--- src/rtl/mc_datapath.sv ---
// Multi-cycle datapath: one decoded instruction at a time through IDLE -> EXEC (-> MEM),
// with an internal register file, ALU and a req/ack data-memory port guarded by a timeout.
module mc_datapath #(
    parameter int DATA_W      = 16,
    parameter int NREG        = 8,
    parameter int IMM_W       = 5,
    parameter int MEM_TIMEOUT = 16,
    localparam int RA_W       = $clog2(NREG)
) (
    input  logic              clk,
    input  logic              rst,
    input  logic              issue_valid,
    output logic              issue_ready,
    input  logic              r_op,
    input  logic              i_op,
    input  logic              b_op,
    input  logic              l_op,
    input  logic              s_op,
    input  logic [RA_W-1:0]   rs1,
    input  logic [RA_W-1:0]   rs2,
    input  logic [RA_W-1:0]   rd,
    input  logic [IMM_W-1:0]  imm,
    input  logic              alusrc,
    input  logic [3:0]        aluctl,
    output logic              mem_req,
    output logic              mem_we,
    output logic [DATA_W-1:0] mem_addr,
    output logic [DATA_W-1:0] mem_wdata,
    input  logic [DATA_W-1:0] mem_rdata,
    input  logic              mem_ack,
    output logic              done,
    output logic              btaken,
    output logic              err
);

    localparam int SH_W  = $clog2(DATA_W);
    localparam int CNT_W = (MEM_TIMEOUT > 0) ? $clog2(MEM_TIMEOUT + 1) : 1;
    localparam logic [CNT_W-1:0] TIMEOUT_CNT = CNT_W'(MEM_TIMEOUT);

    typedef enum logic [1:0] {IDLE, EXEC, MEM} state_t;

    state_t              state;
    logic [DATA_W-1:0]   regs [NREG];
    logic                op_alu;
    logic                op_br;
    logic                op_ld;
    logic                op_st;
    logic [RA_W-1:0]     rd_q;
    logic [3:0]          aluctl_q;
    logic                alusrc_q;
    logic [DATA_W-1:0]   imm_q;
    logic [DATA_W-1:0]   a_q;
    logic [DATA_W-1:0]   b_q;
    logic [DATA_W-1:0]   imm_z;
    logic [DATA_W-1:0]   alu_b;
    logic [DATA_W-1:0]   alu_res;
    logic [CNT_W-1:0]    wait_cnt;

    assign issue_ready = (state == IDLE);
    assign imm_z       = {{(DATA_W - IMM_W){1'b0}}, imm};
    assign alu_b       = alusrc_q ? imm_q : b_q;

    // Operands come from the values captured at issue, so the ALU is stable for all of EXEC.
    always_comb begin
        alu_res = '0;
        case (aluctl_q)
            4'd0:    alu_res = a_q + alu_b;
            4'd1:    alu_res = a_q - alu_b;
            4'd2:    alu_res = a_q & alu_b;
            4'd3:    alu_res = a_q | alu_b;
            4'd4:    alu_res = a_q ^ alu_b;
            4'd5:    alu_res = a_q << alu_b[SH_W-1:0];
            4'd6:    alu_res = a_q >> alu_b[SH_W-1:0];
            4'd7:    alu_res = {{(DATA_W - 1){1'b0}}, (a_q < alu_b)};
            default: alu_res = '0;
        endcase
    end

    always_ff @(posedge clk or posedge rst) begin
        if (rst) begin
            state     <= IDLE;
            for (int i = 0; i < NREG; i++) begin
                regs[i] <= '0;
            end
            op_alu    <= 1'b0;
            op_br     <= 1'b0;
            op_ld     <= 1'b0;
            op_st     <= 1'b0;
            rd_q      <= '0;
            aluctl_q  <= '0;
            alusrc_q  <= 1'b0;
            imm_q     <= '0;
            a_q       <= '0;
            b_q       <= '0;
            wait_cnt  <= '0;
            mem_req   <= 1'b0;
            mem_we    <= 1'b0;
            mem_addr  <= '0;
            mem_wdata <= '0;
            done      <= 1'b0;
            btaken    <= 1'b0;
            err       <= 1'b0;
        end else begin
            done   <= 1'b0;
            btaken <= 1'b0;
            err    <= 1'b0;
            case (state)
                IDLE: begin
                    if (issue_valid) begin
                        op_alu   <= r_op | i_op;
                        op_br    <= b_op;
                        op_ld    <= l_op;
                        op_st    <= s_op;
                        rd_q     <= rd;
                        aluctl_q <= aluctl;
                        alusrc_q <= alusrc;
                        imm_q    <= imm_z;
                        a_q      <= regs[rs1];
                        b_q      <= regs[rs2];
                        state    <= EXEC;
                    end
                end
                EXEC: begin
                    if (op_ld || op_st) begin
                        mem_addr  <= a_q + imm_q;
                        mem_wdata <= b_q;
                        mem_we    <= op_st;
                        mem_req   <= 1'b1;
                        wait_cnt  <= '0;
                        state     <= MEM;
                    end else begin
                        // R0 is never written, so it keeps its reset value of zero.
                        if (op_alu && (rd_q != '0)) begin
                            regs[rd_q] <= alu_res;
                        end
                        btaken <= op_br && (alu_res == '0);
                        done   <= 1'b1;
                        state  <= IDLE;
                    end
                end
                MEM: begin
                    // An ack arriving on the expiry cycle still completes the access.
                    if (mem_ack) begin
                        if (op_ld && (rd_q != '0)) begin
                            regs[rd_q] <= mem_rdata;
                        end
                        done    <= 1'b1;
                        mem_req <= 1'b0;
                        mem_we  <= 1'b0;
                        state   <= IDLE;
                    end else if ((MEM_TIMEOUT != 0) && ((wait_cnt + CNT_W'(1)) == TIMEOUT_CNT)) begin
                        err     <= 1'b1;
                        mem_req <= 1'b0;
                        mem_we  <= 1'b0;
                        state   <= IDLE;
                    end else begin
                        wait_cnt <= wait_cnt + CNT_W'(1);
                    end
                end
                default: state <= IDLE;
            endcase
        end
    end

endmodule
--- config.mk ---
export PLATFORM = sky130hd
export DESIGN_NAME = mc_datapath
export DESIGN_NICKNAME = d
export VERILOG_FILES = /design/src/rtl/mc_datapath.sv
export SDC_FILE = /design/constraint.sdc
export NUM_CORES = 1
export LEC_CHECK = 0
export CAP_MARGIN = 40
export CORE_MARGIN = 5
export CORE_UTILIZATION = 63
export CTS_BUF_LIST = sky130_fd_sc_hd__clkbuf_4 sky130_fd_sc_hd__clkbuf_8
export DETAILED_ROUTE_END_ITERATION = 12
export PLACE_DENSITY_LB_ADDON = 0.3
export SLEW_MARGIN = 5
export SYNTH_ARGS = -nofsm -noshare
export SYNTH_HDL_FRONTEND = slang
export SYNTH_SLANG_ARGS = --single-unit
--- constraint.sdc ---
create_clock -name clk -period 9.4 [get_ports clk]
set_clock_uncertainty 0.05 [all_clocks]
set_input_delay 1.88 -clock clk [delete_from_list [all_inputs] [get_ports clk]]
set_output_delay 1.88 -clock clk [all_outputs]
set_load 0.005 [all_outputs]
=== Yosys cells after proc, flatten, opt, wreduce, memory -nomap -nowiden ===
Cells that the tools add are included.

* Bits in registers: 221
* Word-level logic and storage cells: 120
* Bits of input ports: 44

* Add/subtract/negate cells: 4
* Magnitude comparators: 5
* Reductions and logical operators: 16
* Equal/unequal tests: 19
* Mux-type cells: 40
* Shift operators: 2
* Bitwise logic cells: 7

{| class="wikitable"
|+ Operators by type and width
! kind !! number
|-
| 2-to-1 mux 128 bit || 4
|-
| bitwise mux 128 bit || 2
|-
| one-hot mux 128 bit (2 select lines) || 1
|-
| one-hot mux 16 bit (8 select lines) || 1
|-
| binary-select mux 16 bit (select 3 bit) || 2
|-
| 2-to-1 mux 16 bit || 6
|-
| demux 16 bit (select 3 bit) || 1
|-
| adder 16 bit || 1
|-
| adder 16 x 5 -> 16 bit || 1
|-
| AND 16 bit || 1
|-
| == test 4 x 3 -> 1 bit (second input constant) || 4
|-
| zero test 16 bit || 1
|-
| < comparator 16 bit || 1
|-
| != test 2 bit (second input constant) || 8
|-
| bitwise OR 16 bit || 1
|-
| << shifter 16 x 4 -> 16 bit || 1
|-
| >> shifter 16 x 4 -> 16 bit || 1
|-
| subtractor 16 bit || 1
|-
| XOR 16 bit || 1
|-
| 2-to-1 mux 5 bit || 3
|-
| greater-or-equal comparator 4 bit (second input constant) || 3
|-
| inverter 3 -> 4 bit || 3
|-
| 2-to-1 mux 1 bit || 11
|-
| one-hot mux 5 bit (2 select lines) || 1
|-
| 22 further kinds || 33
|}

=== Depth between registers and ports, before layout ===
Gate-level depths: netlist of run 1.

* Depth in word-level cells: 9
* Depth in mapped cells: 16

=== Worst setup path before layout of run 1 ===
OpenSTA, ideal clock, no wires.

* Path type: reg-to-reg
* From: register alusrc_q
* To: register regs[121] (netlist name)
* Setup slack: 5.580 ns
* Arrival time: 3.645 ns
* Stages on the path, launching flop included: 15
* Clock period less this slack: 3.820 ns
* Data required time: 9.225 ns
* Setup time: 0.125 ns
* Cell sequence: dfrtp_1 > buf_6 > mux2i_1 > buf_2 > clkbuf_1 > ha_1 > or2_2 > a211oi_1 > o21ai_0 > nor2b_1 > xnor2_1 > o22ai_1 > nor3_1 > a21oi_1 > mux2_2

* Cells in the longest elaborated chain, start to end: 7
* Elaborated cells on any way between the ends: 13
* Those cells by class: add/sub: 2; shift: 2; mux: 6; bitwise: 3

{| class="wikitable"
|+ RTL lines
! element !! line !! RTL
|-
| from (decl) || 50 || <nowiki>logic alusrc_q;</nowiki>
|-
| from (signal assigned) || 116 || <nowiki>alusrc_q <= alusrc;</nowiki>
|-
| 2-to-1 mux 16 bit * || 61 || <nowiki>assign alu_b = alusrc_q ? imm_q : b_q;</nowiki>
|-
| subtractor 16 bit, or another cell as far along || 68 || <nowiki>4'd1: alu_res = a_q - alu_b;</nowiki>
|-
| one-hot mux 16 bit (8 select lines) * || 66 || <nowiki>case (aluctl_q)</nowiki>
|-
| bitwise mux 128 bit * || 134 || <nowiki>regs[rd_q] <= alu_res;</nowiki>
|-
| 2-to-1 mux 128 bit * || 133 || <nowiki>if (op_alu && (rd_q != '0)) begin</nowiki>
|-
| 2-to-1 mux 128 bit * || 124 || <nowiki>if (op_ld || op_st) begin</nowiki>
|-
| one-hot mux 128 bit (2 select lines) * || 107 || <nowiki>case (state)</nowiki>
|-
| to (signal, indexed assignment) || 134 ||
|-
| to (signal, indexed assignment) || 145 || <nowiki>regs[rd_q] <= mem_rdata;</nowiki>
|-
| to (decl) || 43 || <nowiki>logic [DATA_W-1:0] regs [NREG];</nowiki>
|}

Mark *: on every way between the ends. The rest lies on a longest branch, timed or not. The select of a mux whose other input is x is not followed.
A chain may end at the register's enable or synchronous reset.

=== Final worst setup path of run 1 ===
* From: register alusrc_q
* To: register regs[30] (netlist name)

Same word-level chain as after synthesis.

==> results.json, run 1 <==
{
  "cts_sinks": 221,
  "port_buffers": 81,
  "period_share": 0.570,
  "crit_type": "reg -> reg",
  "critPathCaptureType": "flip-flop",
  "worstPathRequired_ns": 9.75,
  "tightest_slew_ns": 0.985,
  "grt_pass1_wl_mm": 72.7,
  "antenna_found_initial": 2,
  "synth.avg_cell_area_sq_um": 10.5,
  "drv_slew": 0,
  "pre_cts_ws_ns": 4.31,
  "yosysTopAreaCellShare": 0.372,
  "ioPinCount": 82,
  "ant_nets": 0,
  "placeableCoreArea_sq_um": 23300,
  "ys.flop_type": "dfrtp_1",
  "relSlewSlack": 0.326,
  "dieHeight_um": 164,
  "vias_per_cell": 6.78,
  "nNetsFinal": 1584,
  "run_status": "complete, no violations",
  "yosysUniqueCellTypes": 73,
  "routedWlPerCell_um": 25.9,
  "synth_commonest_cells": "221 x dfrtp_1, 147 x nand2_1, 146 x mux2_2",
  "holdBufCountCts": 0,
  "min_from": "mem_addr[9]",
  "yosysWarnings": 0,
  "cts_max_path_buffers": 3,
  "min_path_type": "reg -> reg",
  "drtPass1Iterations": 5,
  "max_freq_mhz": 187,
  "cts_root_buf": "clkbuf_8",
  "crit_fanout": 27,
  "first_global_vias": 12300,
  "dpl.hpwl_mm": 33.0,
  "drive_above_1_share": 0.225,
  "timing.final.ws_setup_ns": 4.04,
  "wirelength_mm": 46.9,
  "initial_core_util": 0.637,
  "setup_violations": 0,
  "drcViolationCount": 0,
  "path_clk_slew_ns": 0.06,
  "grt_remaining_overflow": 0,
  "die_w_um": 164,
  "placementRows": 56,
  "fin_crit_ns": 5.36,
  "routabilityCongestion": 0.970,
  "p_leak_uw": 0.00750,
  "setup_tns_ns": 0,
  "grt_util_all_layers": 0.355,
  "rsz0062_at_grt": "false",
  "syn_to_final_growth_pct": 14.0,
  "synth_nets": 1529,
  "worstSetupStartpointType": "flip-flop",
  "rr_startpoint": "alusrc_q",
  "yosys-top-cells-area": "dfrtp_1 37%, mux2_2 11%, mux4_2 11%",
  "crit_start": "alusrc_q",
  "ys_ff_latch": 221,
  "fillers": 1650,
  "drt_iter0_markers": 1285,
  "ir_drop_v": 0.000241,
  "p_per_area_nw_per_um2": 352,
  "drv_cap": 0,
  "ys_seq_area_frac": 0.372,
  "cts_resized": 0,
  "clkLatencyLatePin_ns": 0.57,
  "netlist_area_sq_um": 14900,
  "tritoncts": "yes",
  "dieArea_sq_um": 26800,
  "synth_edf_count": 0,
  "post_cts_buffers": 0,
  "hold_viol": 0,
  "yosysMostFrequentCell": "dfrtp_1",
  "cts_max_level": 2,
  "cts_buffers": 38,
  "ys_async_sr_fraction": 1.00,
  "crit_arrival_ns": 5.71,
  "grt_max_degree": 107,
  "vias": 12300,
  "syn_inst": 1412,
  "synth.largest_area_cell": "dfrtp_1"
}
-- registers in the layout, indices dropped and copies added, names as in the netlist, 2 cells and up --
| name | count |
|---|---|
| a_q | 16 |
| aluctl_q | 4 |
| b_q | 16 |
| imm_q | 5 |
| mem_addr | 16 |
| mem_wdata | 16 |
| rd_q | 3 |
| regs | 128 |
| state | 2 |
| wait_cnt | 5 |
-- cell usage in the layout (no fill, tap or decap), types with 8 or more instances in the layout --
cell type	n
nor2_1	69
mux2i_1	62
o22ai_1	10
o31ai_1	8
a22oi_1	11
a211oi_1	12
a31oi_1	9
inv_1	57
nor3_1	25
buf_4	17
dfrtp_1	221
ha_1	70
o21ai_0	110
nand2_1	146
xnor2_1	18
buf_16	8
mux4_2	70
nand3_1	24
clkdlybuf4s50_1	79
clkbuf_8	50
a21oi_1	52
and3_1	9
nor4_1	11
nand2b_1	24
mux2_2	146
-- per-stage QoR --
step / util / total power (uW) / cells / instance area [sq um] / hold WS, ns
after floorplan: - / 3770 / 1412 / 14900 / 0.400
after global placement: 0.680 / 4890 / 1736 / 15900 / 0.411
after detailed placement: 0.691 / 4900 / 1746 / 16100 / 0.425
after CTS: 0.726 / 5900 / 1810 / 16900 / 0.437
after global routing: 0.726 / 6300 / 1810 / 16900 / 0.464
final: 0.726 / 5970 / 1811 / 16900 / 0.431
-- layer usage --
| metal | GRT usage | vias to the layer above | wire length [um] | part of all wire |
|---|---|---|---|---|
| li1 | - | 5332 | - | - |
| met1 | 0.464 | 6094 | 18000 | 0.38 |
| met2 | 0.580 | 678 | 22600 | 0.48 |
| met3 | 0.0661 | 168 | 3800 | 0.081 |
| met4 | 0.160 | 0 | 2470 | 0.053 |
| met5 | 0 | - | 0 | 0 |
-- logic make-up (layout without fill, tap and decap cells) --
family                   after synthesis  after routing  share of synthesized area
other                                  0              1                          0
buffers and inverters                154            233                     0.0408
AND/OR/NAND/NOR                      357            357                      0.114
AO/OA/AOI/OAI                        299            299                      0.128
XOR/XNOR                              23             23                     0.0136
multiplexers                         285            285                      0.269
adder cells (fa/ha/maj)               73             73                     0.0630
flip-flops                           221            221                      0.372
-- power breakdown --
part,internal (uW),switching (uW)
Combinational,1380,1860
Sequential,1320,452
Clock,533,420
-- worst paths after layout --
check	slack, ns	cells past startpoint	to
max in group asynchronous	6.26	5	aluctl_q[1]
worst min-delay path	0.43	2	mem_addr[9]
min in group asynchronous	1.65	2	wait_cnt[3]
worst max register to register	4.04	15	regs[30]
worst min register to register	0.43	2	mem_addr[9]
worst max-delay path	4.04	15	regs[30]
-- worst max-delay path, cell delays in order (launching register included) --
cell and delay [ns]:
dfrtp_1 0.69, mux2i_4 0.34, buf_4 0.28, inv_4 0.27
ha_1 0.25, inv_1 0.07, fa_1 0.44, nor3b_1 0.39
o21ai_0 0.21, o21bai_1 0.43, a21oi_1 0.15, o31ai_1 0.40
mux2i_1 0.22, o211ai_1 0.18, mux2i_1 0.54, o21ai_0 0.26
-- cell type report --
class,instances,area (sq um),area share
multi-input combinational,1037,8760,0.517
sequential,221,5530,0.326
timing repair buffer,108,1180,0.0696
clock buffer,56,733,0.0433
tap,319,399,0.0236
inverter,61,239,0.0141
clock inverter,8,91.3,0.00539
antenna,1,2.50,0.000148
No activity file was read; power rests on OpenSTA's default activity.
==> run 2, diff against run 1 <==
CORE_UTILIZATION = 57   (was 63)
clock period = 4.7 ns   (was 9.4 ns; I/O delays follow)
==> results.json, run 2 (synthesized netlist as in run 1, its figures left out) <==
{
  "setup_tns_ns": 0,
  "power_frac_clock": 0.151,
  "critPathCaptureType": "flip-flop",
  "drtPass1Iterations": 7,
  "place_inst": 1791,
  "drt_iter0_markers": 1157,
  "wirelength_mm": 45.7,
  "grt_max_degree": 89,
  "first_global_vias": 12200,
  "crit_type": "reg -> reg",
  "path_clk_slew_ns": 0.06,
  "whs_ns": 0.431,
  "dpl.hpwl_mm": 33.0,
  "power_uw": 11900,
  "nNetsFinal": 1613,
  "clkLatencyLatePin_ns": 0.54,
  "tightest_slew_ns": 0.981,
  "ant_nets": 0,
  "drv_slew": 0,
  "cts_buffers": 38,
  "max_freq_mhz": 224,
  "antenna_cells": 0,
  "cts_resized": 0,
  "dieHeight_um": 171,
  "pre_cts_ws_ns": 0.401,
  "setup_violations": 0,
  "grt_pass1_wl_mm": 70.3,
  "vias_per_cell": 6.54,
  "cp_cell_sequence": "mux2i_4 -> inv_4 -> ha_1 -> inv_1 -> fa_1 -> nor3b_1 -> o21ai_0 -> o21bai_1 -> a21oi_1 -> o31ai_1 -> mux2i_1 -> o211ai_1 -> mux2i_1 -> o21ai_0",
  "period_share": 0.951,
  "ir_drop_v": 0.000442,
  "worstPathRequired_ns": 5.04,
  "largest_reg_flops": 128,
  "power_switching_share": 0.452,
  "timing.final.ws_setup_ns": 0.232,
  "relSlewSlack": 0.329,
  "p_leak_uw": 0.00757,
  "run_status": "complete, no violations",
  "rsz0062_at_grt": "false",
  "final_cell_mix": "221 x dfrtp_1, 146 x nand2_1, 146 x mux2_2",
  "grt_util_all_layers": 0.313,
  "tritoncts": "yes",
  "p_per_area_nw_per_um2": 697,
  "holdBufCountCts": 0,
  "dieArea_sq_um": 29400,
  "cts_max_path_buffers": 3,
  "die_w_um": 171,
  "fin_crit_ns": 4.47,
  "initial_core_util": 0.575,
  "routedWlPerCell_um": 24.6,
  "top_register": "regs",
  "p_int_uw": 6500,
  "placeableCoreArea_sq_um": 25800,
  "port_buffers": 81,
  "pwr-share-comb": 0.566,
  "routabilityCongestion": 0.983,
  "crit_fanout": 7,
  "ioPinCount": 82,
  "power_switching_uw": 5360,
  "placementRows": 59,
  "seq_power_share": 0.282,
  "min_path_type": "reg -> reg",
  "cts_max_level": 2,
  "drive_above_1_share": 0.241,
  "drv_cap": 0,
  "cts_sinks": 221,
  "crit_buf_inv": 2,
  "crit_arrival_ns": 4.81,
  "slowest_stage": "o31ai_1",
  "crit_family": "compound AO/OA/AOI/OAI gates",
  "cpPeakStageDelay_ns": 0.50,
  "vias": 12100,
  "final_common_cell": "dfrtp_1",
  "stdcell_count": 1856,
  "worstSetupStartpointType": "flip-flop",
  "hold_viol": 0,
  "post_cts_buffers": 0,
  "grt_remaining_overflow": 0,
  "syn_to_final_growth_pct": 14.6,
  "drcViolationCount": 0,
  "antenna_found_initial": 1,
  "cts_root_buf": "clkbuf_8"
}
-- run 2: changes by cell type in the layout (fill, tap and decap cells not counted) --
cell / before / now
buf_12: 0 / 3
buf_16: 8 / 1
buf_4: 17 / 51
buf_8: 2 / 1
bufinv_16: 1 / 0
clkbuf_4: 6 / 13
clkbuf_8: 50 / 46
diode_2: 1 / 0
inv_8: 3 / 2
mux2i_1: 62 / 61
mux2i_2: 1 / 2
-- run 2: cell type report --
cell class,count,area [sq um]
fillers,2067,8810
multi-input cells,1037,8770
flip-flops and latches,221,5530
repair buffers,137,1290
clock buffers,59,731
well taps,335,419
inverters,61,235
clock inverters,6,53.8
-- run 2: layer usage --
layer  share of wire  global-route usage
met1            0.40               0.419
met2            0.47               0.499
met3           0.081              0.0591
met4           0.047               0.141
met5         0.00028                   0
-- run 2: per-stage QoR --
| stage | util | cell area [sq um] |
|---|---|---|
| global route | 0.659 | 17000 |
| floorplan | - | 14900 |
| finish | 0.659 | 17000 |
| global placement | 0.625 | 16100 |
| detailed placement | 0.629 | 16200 |
| CTS | 0.659 | 17000 |
-- run 2: path summary, 6_finish.rpt --
| check | startpoint | slack (ns) | end | depth (start not counted) |
|---|---|---|---|---|
| max in group asynchronous | rst | 3.04 | aluctl_q[1] | 4 |
| worst max register to register | alusrc_q | 0.23 | regs[30] | 14 |
| worst min register to register | mem_addr[6] | 0.43 | mem_addr[6] | 2 |
| worst max-delay path | alusrc_q | 0.23 | regs[30] | 14 |
| min in group asynchronous | rst | 0.59 | wait_cnt[3] | 2 |
| worst min-delay path | mem_addr[6] | 0.43 | mem_addr[6] | 2 |
-- run 2: power by group through the flow --
| stage | clock network (uW) | logic [uW] | registers [uW] |
|---|---|---|---|
| 6_report | 1800 | 6720 | 3350 |
| 5_1_grt | 1940 | 7220 | 3430 |
| 4_1_cts | 1830 | 6590 | 3320 |
| 3_5_place_dp | 0 | 6560 | 3340 |
| 3_3_place_gp | 0 | 6380 | 3290 |
| 2_1_floorplan | 0 | 4510 | 3040 |
-- run 2: worst reg2reg max path: cells and delay by family (launching register included) --
family                     cells  cell delay (ns)
and+or+nand+nor                1             0.39
muxes                          3             0.88
DFF                            1             0.42
adders and majority gates      2             0.71
buffers and inverters          2             0.17
AOI/OAI and AO/OA              6             1.69
==> run 3, diff against run 2 <==
CTS_CLUSTER_DIAMETER = 30   (was not set)
==> results.json, run 3 (synthesized netlist as in run 1, its figures left out) <==
{
  "placeableCoreArea_sq_um": 25800,
  "ir_drop_v": 0.000455,
  "wirelength_mm": 46.5,
  "crit_arrival_ns": 4.89,
  "setup_tns_ns": 0,
  "crit_fanout": 16,
  "grt_remaining_overflow": 0,
  "final_cell_mix": "221 x dfrtp_1, 146 x nand2_1, 146 x mux2_2",
  "drt_iter0_markers": 1317,
  "holdBufCountCts": 0,
  "antenna_found_initial": 0,
  "tritoncts": "yes",
  "syn_to_final_growth_pct": 17.3,
  "placementRows": 59,
  "cts_buffers": 46,
  "port_buffers": 81,
  "worstSetupStartpointType": "flip-flop",
  "cts_root_buf": "clkbuf_8",
  "antenna_cells": 0,
  "drv_slew": 0,
  "rsz0062_at_grt": "false",
  "worstPathRequired_ns": 5.10,
  "grt_pass1_wl_mm": 71.4,
  "p_per_area_nw_per_um2": 728,
  "routabilityCongestion": 0.983,
  "tightest_slew_ns": 0.867,
  "ioPinCount": 82,
  "min_path_type": "reg -> reg",
  "vias_per_cell": 6.61,
  "whs_ns": 0.433,
  "routedWlPerCell_um": 24.8,
  "hold_viol": 0,
  "nNetsFinal": 1622,
  "grt_util_all_layers": 0.317,
  "first_global_vias": 12400,
  "setup_violations": 0,
  "dpl.hpwl_mm": 33.0,
  "relSlewSlack": 0.420,
  "crit_type": "reg -> reg",
  "drcViolationCount": 0,
  "path_clk_slew_ns": 0.06,
  "drive_above_1_share": 0.251,
  "timing.final.ws_setup_ns": 0.211,
  "drv_cap": 0,
  "cts_max_level": 2,
  "dieHeight_um": 171,
  "clkLatencyLatePin_ns": 0.60,
  "initial_core_util": 0.575,
  "largest_reg_flops": 128,
  "critPathCaptureType": "flip-flop",
  "cts_max_path_buffers": 3,
  "cts_sinks": 221,
  "fin_crit_ns": 4.49,
  "ant_nets": 0,
  "dieArea_sq_um": 29400,
  "pre_cts_ws_ns": 0.401,
  "max_freq_mhz": 223,
  "p_leak_uw": 0.00775,
  "drtPass1Iterations": 8,
  "finish.utilization": 0.674,
  "top_register": "regs",
  "vias": 12400,
  "die_w_um": 171,
  "period_share": 0.955,
  "grt_max_degree": 89,
  "run_status": "complete, no violations",
  "final_common_cell": "dfrtp_1"
}
[run 3: cell types whose count changed in the layout (fill, tap and decap cells not counted), sizes merged]
cell and delta:
bufinv +10, clkinv +6, clkinvlp +2, dlymetal6s2s +1
[run 3: path summary, 6_finish.rpt]
| check | depth (start not counted) | startpoint | endpoint | slack, ns |
|---|---|---|---|---|
| worst max-delay path | 13 | alusrc_q | regs[48] | 0.21 |
| worst min register to register | 2 | mem_addr[2] | mem_addr[2] | 0.43 |
| worst max register to register | 13 | alusrc_q | regs[48] | 0.21 |
| max in group asynchronous | 4 | rst | mem_wdata[8] | 3.06 |
| worst min-delay path | 2 | mem_addr[2] | mem_addr[2] | 0.43 |
| min in group asynchronous | 2 | rst | wait_cnt[4] | 0.56 |
[run 3: power by group]
group | switching [uW] | total, uW | internal [uW]
logic | 3900 | 6770 | 2860
clock network | 926 | 2560 | 1630
registers | 712 | 3350 | 2640
[run 3: final cells by class]
class / count / area [sq um]
timing repair buffer: 138 / 1300
clock buffer: 59 / 762
multi-input combinational: 1037 / 8770
clock inverter: 24 / 409
tap: 335 / 419
sequential: 221 / 5530
fill: 2003 / 8410
inverter: 61 / 235
[run 3: through the flow]
stage,instances,total power [uW],instance area [sq um]
after floorplan,1412,7550,14900
after global placement,1786,9660,16100
after detailed placement,1791,9900,16200
after CTS,1874,12500,17400
after global routing,1875,13400,17400
final,1875,12700,17400
[run 3: repair_timing]
action	in CTS	in global routing
buffers inserted	0	0
endpoints found under the setup margin	0	1
gates resized for setup	0	1
[run 3: critical path: stages, from the launching register on]
cell and delay, ns:
dfrtp_1 0.41, buf_4 0.33, mux2i_4 0.37, inv_2 0.07, fa_1 0.41, or2_2 0.33, a21oi_1 0.33, o31ai_1 0.25
o31ai_1 0.45, a311oi_1 0.19, o21ai_0 0.18, nand4_1 0.27, mux2_2 0.44, mux2_2 0.29
[run 3: metal layers]
layer,share of wire,vias up,global-route usage
li1,-,5414,-
met1,0.39,6171,0.415
met2,0.47,638,0.509
met5,0,-,0
met4,0.051,0,0.142
met3,0.087,163,0.0726
